<file path="src/rtl/flit_age_stamper.sv">
// flit_age_stamper: injection-side flit buffer that stamps every waiting flit
// with a non-zero, saturating age and presents the head flit (payload + age)
// to the router. It also produces the arbiter priority mode bit, which flips
// every MODE_PERIOD cycles regardless of traffic.
//
// Handshake: a transfer happens on a rising clock edge where valid and ready
// are both high. in_ready depends only on registered occupancy, so it has no
// combinational path from out_ready. out_valid/out_data/out_time come
// straight from storage. Age 0 means "no flit": an entry's age is non-zero
// exactly when that entry is occupied.
module flit_age_stamper #(
  parameter int WIDTH_TIME  = 8,
  parameter int MAX_TIME    = 255,
  parameter int WIDTH_DATA  = 64,
  parameter int DEPTH       = 4,
  parameter int MODE_PERIOD = 16
) (
  input  logic                  clk,
  input  logic                  reset_n,
  input  logic                  in_valid,
  input  logic [WIDTH_DATA-1:0] in_data,
  output logic                  in_ready,
  output logic                  out_valid,
  output logic [WIDTH_DATA-1:0] out_data,
  output logic [WIDTH_TIME-1:0] out_time,
  input  logic                  out_ready,
  output logic                  mode
);

  localparam int PTR_W = $clog2(DEPTH);
  localparam int CNT_W = (MODE_PERIOD > 1) ? $clog2(MODE_PERIOD) : 1;

  localparam logic [PTR_W:0]      FULL_COUNT = (PTR_W + 1)'(DEPTH);
  localparam logic [PTR_W:0]      COUNT_ONE  = (PTR_W + 1)'(1);
  localparam logic [PTR_W-1:0]    PTR_ONE    = PTR_W'(1);
  localparam logic [WIDTH_TIME-1:0] AGE_MAX  = WIDTH_TIME'(MAX_TIME);
  localparam logic [WIDTH_TIME-1:0] AGE_ONE  = WIDTH_TIME'(1);
  localparam logic [CNT_W-1:0]    CNT_LAST   = CNT_W'(MODE_PERIOD - 1);
  localparam logic [CNT_W-1:0]    CNT_ONE    = CNT_W'(1);

  // Storage and pointers
  logic [WIDTH_DATA-1:0] data_q [DEPTH];
  logic [WIDTH_DATA-1:0] data_d [DEPTH];
  logic [WIDTH_TIME-1:0] age_q  [DEPTH];
  logic [WIDTH_TIME-1:0] age_d  [DEPTH];
  logic [PTR_W-1:0]      wr_ptr_q, wr_ptr_d;
  logic [PTR_W-1:0]      rd_ptr_q, rd_ptr_d;
  logic [PTR_W:0]        count_q,  count_d;

  // Mode generator
  logic [CNT_W-1:0]      cnt_q, cnt_d;
  logic                  mode_q, mode_d;

  logic                  enq;
  logic                  deq;

  // Handshake flags and head presentation, all derived from registered state
  always_comb begin
    in_ready  = (count_q != FULL_COUNT);
    out_valid = (count_q != '0);
    enq       = in_valid && in_ready;
    deq       = out_valid && out_ready;
    out_data  = out_valid ? data_q[rd_ptr_q] : '0;
    out_time  = out_valid ? age_q[rd_ptr_q]  : '0;
    mode      = mode_q;
  end

  // FIFO next state: age occupied entries, free the head on dequeue, write tail on enqueue
  always_comb begin
    data_d   = data_q;
    age_d    = age_q;
    wr_ptr_d = wr_ptr_q;
    rd_ptr_d = rd_ptr_q;
    count_d  = count_q;

    for (int i = 0; i < DEPTH; i++) begin
      if (age_q[i] != '0) begin
        age_d[i] = (age_q[i] == AGE_MAX) ? AGE_MAX : age_q[i] + AGE_ONE;
      end
    end

    // The head slot is cleared so an empty slot always reads age 0 / data 0.
    if (deq) begin
      age_d[rd_ptr_q]  = '0;
      data_d[rd_ptr_q] = '0;
      rd_ptr_d         = rd_ptr_q + PTR_ONE;
    end

    // Enqueue only happens when not full, so the tail never aliases a
    // head that is being dequeued in the same cycle.
    if (enq) begin
      age_d[wr_ptr_q]  = AGE_ONE;
      data_d[wr_ptr_q] = in_data;
      wr_ptr_d         = wr_ptr_q + PTR_ONE;
    end

    case ({enq, deq})
      2'b10:   count_d = count_q + COUNT_ONE;
      2'b01:   count_d = count_q - COUNT_ONE;
      default: count_d = count_q;
    endcase
  end

  // Mode phase counter: flip mode when the counter wraps
  always_comb begin
    cnt_d  = cnt_q + CNT_ONE;
    mode_d = mode_q;
    if (cnt_q == CNT_LAST) begin
      cnt_d  = '0;
      mode_d = ~mode_q;
    end
  end

  // State registers; reset drops all buffered flits and restarts the mode phase
  always_ff @(posedge clk or negedge reset_n) begin
    if (!reset_n) begin
      for (int i = 0; i < DEPTH; i++) begin
        data_q[i] <= '0;
        age_q[i]  <= '0;
      end
      wr_ptr_q <= '0;
      rd_ptr_q <= '0;
      count_q  <= '0;
      cnt_q    <= '0;
      mode_q   <= 1'b0;
    end else begin
      data_q   <= data_d;
      age_q    <= age_d;
      wr_ptr_q <= wr_ptr_d;
      rd_ptr_q <= rd_ptr_d;
      count_q  <= count_d;
      cnt_q    <= cnt_d;
      mode_q   <= mode_d;
    end
  end

endmodule

</file>
<file path="config.mk">
export PLATFORM = sky130hd
export DESIGN_NAME = flit_age_stamper
export DESIGN_NICKNAME = d
export VERILOG_FILES = /design/src/rtl/flit_age_stamper.sv
export SDC_FILE = /design/constraint.sdc
export NUM_CORES = 1
export LEC_CHECK = 0
export CAP_MARGIN = 20
export CORE_MARGIN = 1.5
export CORE_UTILIZATION = 55
export DETAILED_ROUTE_END_ITERATION = 8
export PLACE_DENSITY = 0.75
export SKIP_CTS_REPAIR_TIMING = 1
export SLEW_MARGIN = 0
export SYNTH_ARGS = -nofsm -noshare
export SYNTH_HDL_FRONTEND = slang
export SYNTH_SLANG_ARGS = --single-unit
</file>
<file path="constraint.sdc">
create_clock -name clk -period 2.4 [get_ports clk]
set_clock_uncertainty 0.2 [all_clocks]
set_input_delay 0.48 -clock clk [delete_from_list [all_inputs] [get_ports clk]]
set_output_delay 0.48 -clock clk [all_outputs]
set_load 0.02 [all_outputs]
</file>
# Word-level counts from Yosys, hierarchy flattened
# Cells that the tools add are included.
[classes]
add_sub_neg = 9
n_lt_le_gt_ge = 4
eq_ne = 8
mux = 31
bitwise_logic = 10
n_reduce_logical = 10
[op_table]
columns = ["op", "n"]
rows = [
  ["256-bit 2-to-1 mux", 2],
  ["64-bit 2-to-1 mux", 5],
  ["256-bit bitwise AND", 1],
  ["256-bit bitwise mux", 1],
  ["64-bit demux with 2-bit select", 2],
  ["256-bit inverter", 1],
  ["64-bit binary-select mux with 2-bit select", 1],
  ["8-bit 2-to-1 mux", 13],
  ["32-bit 2-to-1 mux", 2],
  ["8-bit by 1-bit adder with 8-bit output (second input constant)", 4],
  ["32-bit bitwise AND", 1],
  ["8-bit demux with 2-bit select", 2],
  ["8-bit == test (second input constant)", 4],
  ["32-bit inverter", 1],
  ["8-bit nonzero test", 4],
  ["28-bit bitwise AND", 1],
  ["28-bit inverter", 1],
  ["8-bit binary-select mux with 2-bit select", 1],
  ["3-bit greater-or-equal comparator (second input constant)", 2],
  ["3-bit by 1-bit less-than comparator with 1-bit output (second input constant)", 2],
  ["2-bit inverter with 3-bit output", 2],
  ["3-bit case mux with 2 select lines", 1],
  ["2-bit by 1-bit adder with 2-bit output (second input constant)", 2],
  ["4-bit by 1-bit adder with 4-bit output (second input constant)", 1],
  ["12 further kinds", 15],
]
[totals]
register_bits = 300
in_bits = 68
output_inout_bits = 75
word_cells = 85

# Logic depth before layout (Yosys ltp)
# Gate-level depths: netlist of the first run.
[logic_depth]
ltp_word = 10
depth_mapped = 10
mapped_depth_nobuf = 9

# Least setup slack after synthesis of the first run
# No wires, ideal clock.
[synth_path]
path_type = "register to output"
startpoint = "register rd_ptr_q[0]"
endpoint = "output port out_data[10]"
arrival_ps = 1603
required_ps = 1720
setup_slack_ps = 117
path_stages_with_launch = 5
n_path_buf = 2
path_cell_list = "dfrtp_1 > buf_2 > buf_2 > mux4_2 > and2_1"
[synth_via]
elab_chain_cells = 5
[synth_lines]
columns = ["element", "line_no", "source"]
rows = [
  ["start, declared", "47", "logic [PTR_W-1:0] rd_ptr_q, rd_ptr_d;"],
  ["start signal, assigned", "130", "rd_ptr_q <= rd_ptr_d;"],
  ["2-bit inverter with 3-bit output (not written as such)", "63", "out_data = out_valid ? data_q[rd_ptr_q] : '0;"],
  ["64-bit binary-select mux with 2-bit select", "63", ""],
  ["64-bit 2-to-1 mux (not written as such) (2 in a row)", "63", ""],
  ["64-bit 2-to-1 mux", "63", ""],
  ["end, declared", "24", "output logic [WIDTH_DATA-1:0] out_data,"],
]
# Every way passes these cells. The select of a mux whose other input is x is not followed.

# Worst setup path in the final report of the first run
[layout_path]
startpoint = "register rd_ptr_q[0]"
endpoint = "output port out_data[18]"
# Same word-level chain as after synthesis.

==> reports/qor.txt, run 1 <==
Fin Hold WS - 0.280 ns
data arrival at the endpoint of the critical path - 2.15 ns
DR pass1 iterations - 5
routed via count divided by cell count - 6.48
first-pass GRT wire length - 57.9 mm
clock sinks - 300
placed insts - 1469
number of buffers on the longest clock path - 3
master of the slowest instance on the critical path - dfrtp_4
Total Power Consumption - 27.9 mW
clock root cell - clkbuf_16
number of H-tree levels - 2
estimated wirelength of the detail-placed design - 21.7 mm
Antenna Violating Nets Remaining - 0
vias in the first global route - 10300
minimum setup slack among reg-to-reg paths - 0.10 ns
clock slew seen by the registers of the worst setup and hold paths - 0.06 ns
core box area - 25000 um2
Worst Slack Setup Final - -0.426 ns
I/O Buffers - 142
Top FF cell, synth - dfrtp_1
starting utilization of the core area - 0.558
crit start category - register
required time of the worst setup path - 1.72 ns
period utilization - 1.18
highest fanout seen on the critical path - 8
Worst path top cell family by delay - flip-flops
Netlist Area Pre-Place - 14000 um2
highest clock frequency the design can meet - 0.354 GHz
min cycle time layout - 2.83 ns
nets - 1277
number of failing hold endpoints at the final stage - 0
gate count after technology mapping - 998
maximum number of pins on one net before global-route repair - 58
RD Place Congestion - 0.822
vias post-DR - 9998
number of synthesized flops with an enable pin - 0
most frequent cells in the layout - dfrtp_1 (298), a22o_1 (256), mux4_2 (72)
number of non-filler instances in the completed layout - 1544
overall global routing resource usage - 0.281
slowest cell delay on critical path - 0.53 ns
I/O pins - 143
Critical Path End Type - output port
detail-routed net length per standard cell - 23.5 um
worst reg2reg endpoint - count_q[2]
Final setup viols - 72
TritonCTS clock tree - yes
failing checks - setup timing
overall die width - 162 um
total grt overflow - 0
First DRT Iteration DRCs - 869
worst path bufs/invs - 4
number of antenna violations at the first check in global routing - 1
mean instance size in the synthesized netlist - 14.0 um2
critical path class - reg2out
Post-Place Setup Slack - -0.273 ns
register area share after synthesis - 0.538
height of the chip - 162 um
worst hold-check path type - in2async
fraction of registers with async set/reset - 1.00
count of max-cap constraint violations - 0
die area - 26300 um2
Yosys warning count - 0
Syn-to-layout area delta - 26.2%
peak ir drop on the vdd network - 0.000956 V
cell count of the worst reg-to-reg path - 10
static power due to leakage - 8.17 nW
post-synthesis cell type count - 58
setup repair after global routing missed its margin - true
measured slew at the worst slew-check pin - 0.715 ns
cells traversed along the worst timing path - buf_12 -> buf_12 -> buf_6 -> mux4_2 -> and2_4 -> buf_6
Post-Syn Nets - 1085
total CTS buffers - 34
clock insertion delay at the later pin of the skew report - 0.50 ns
total wire length - 36.3 mm
register bit count reported by yosys - 300
most common cell after layout, fill and taps aside - dfrtp_1
status - complete, but fails checks
PD cells - 1580 nW/um2
startpoint of the lowest-slack register-to-register path - count_q[0]
Slew Viols, Final - 0
detailed-route DRC error count - 0
max_slew headroom - 0.520
row cnt - 58
fraction of final layout cells with drive strength greater than 1 - 0.300
==> how the worst max path moves through the flow <==
stage / start / cells after the start / slack (ns) / endpoint
floorplan: rd_ptr_q[0] / 4 / 0.12 / out_data[10]
global placement: rd_ptr_q[0] / 4 / -0.26 / out_data[10]
detailed placement: rd_ptr_q[0] / 4 / -0.27 / out_data[9]
CTS: rd_ptr_q[0] / 4 / -0.81 / out_data[9]
global route: rd_ptr_q[0] / 6 / -0.48 / out_data[18]
finish: rd_ptr_q[0] / 6 / -0.43 / out_data[18]
==> worst reg2reg max path, cell delays in order, from the launching register on <==
cell and delay [ns]:
dfrtp_1 0.38, buf_4 0.17, nor3b_4 0.26, inv_2 0.09
nand2_2 0.11, ha_1 0.18, inv_1 0.06, fa_1 0.37
xor2_1 0.15, nor2_1 0.10, xor2_1 0.16
==> cells in the mapped netlist (3+ instances only) <==
cell / number / area (um2)
or2_0: 4 / 25.0
inv_1: 20 / 75.1
a21oi_1: 5 / 25.0
mux4_2: 72 / 1620
buf_4: 8 / 60.1
nor3_1: 5 / 25.0
o21ai_1: 3 / 15.0
ha_1: 18 / 225
nor4_1: 4 / 25.0
nand4_1: 5 / 31.3
nor2_1: 5 / 18.8
a22o_1: 256 / 2240
o21ai_0: 8 / 40.0
or4b_4: 3 / 41.3
nand3_1: 13 / 65.1
a32oi_1: 3 / 26.3
and4_1: 5 / 43.8
xnor2_1: 8 / 70.1
a311oi_1: 6 / 52.6
and2_1: 77 / 482
a31oi_1: 4 / 25.0
nand2_1: 14 / 52.6
o311ai_1: 4 / 35.0
clkbuf_1: 16 / 60.1
or3_1: 9 / 56.3
nor2_2: 4 / 25.0
o31ai_1: 4 / 30.0
a211oi_1: 14 / 105
dfrtp_1: 300 / 7510
buf_2: 28 / 140
xor2_1: 9 / 78.8
a2bb2oi_1: 4 / 35.0
buf_6: 27 / 304
==> cell type report <==
class / count / area [um2]
clock buffer: 48 / 975
clock inverter: 11 / 134
inverter: 21 / 78.8
sequential: 300 / 7510
fill: 1716 / 7420
timing repair buffer: 237 / 2500
multi-input combinational: 596 / 5990
tap: 330 / 413
antenna: 1 / 2.50
==> power by group <==
part | switching [mW] | internal, mW | total, mW
Clock | 2.00 | 3.15 | 5.15
Sequential | 1.31 | 7.30 | 8.61
Combinational | 6.58 | 7.57 | 14.1
Total | 9.89 | 18.0 | 27.9
==> layer usage <==
metal	GRT usage	share of wire	vias to the layer above
met5	0	0	-
met4	0.0746	0.020	0
met3	0.0480	0.071	58
met2	0.439	0.47	467
met1	0.412	0.44	5168
li1	-	-	4305
==> kinds of logic after synthesis <==
| kind of cell | after synthesis | synth area share |
|---|---|---|
| compound gates | 326 | 0.198 |
| xor+xnor | 17 | 0.0107 |
| fa+ha+maj | 19 | 0.0176 |
| buf+inv | 102 | 0.0466 |
| flops | 300 | 0.538 |
| mux | 74 | 0.118 |
| simple gates | 160 | 0.0713 |
==> flip-flops by register name, indices dropped and copies added, names as in the netlist <==
name      cells
mode          1
count_q       3
data_q      256
wr_ptr_q      2
cnt_q         4
rd_ptr_q      2
age_q        32
==> stage by stage <==
step | area, um2 | setup TNS, ns | util
floorplan | 14000 | 0 | -
global placement | 16200 | -15.89 | 0.647
detailed placement | 16200 | -16.68 | 0.647
CTS | 17300 | -56.27 | 0.691
global route | 17600 | -29.16 | 0.703
finish | 17600 | -25.11 | 0.703
No activity file was read; power rests on OpenSTA's default activity.
==> run 2: changes to the inputs <==
--- a/config.mk
+++ b/config.mk
@@ -5,9 +5,11 @@
 export SDC_FILE = /design/constraint.sdc
 export NUM_CORES = 1
 export LEC_CHECK = 0
+export ABC_CLOCK_PERIOD_IN_PS = 2400
 export CAP_MARGIN = 20
 export CORE_MARGIN = 1.5
 export CORE_UTILIZATION = 55
+export CTS_CLUSTER_SIZE = 24
 export DETAILED_ROUTE_END_ITERATION = 8
 export PLACE_DENSITY = 0.75
 export SKIP_CTS_REPAIR_TIMING = 1
==> results of run 2 <==
The final DEF is identical to that of run 1; final timing and power are the same.
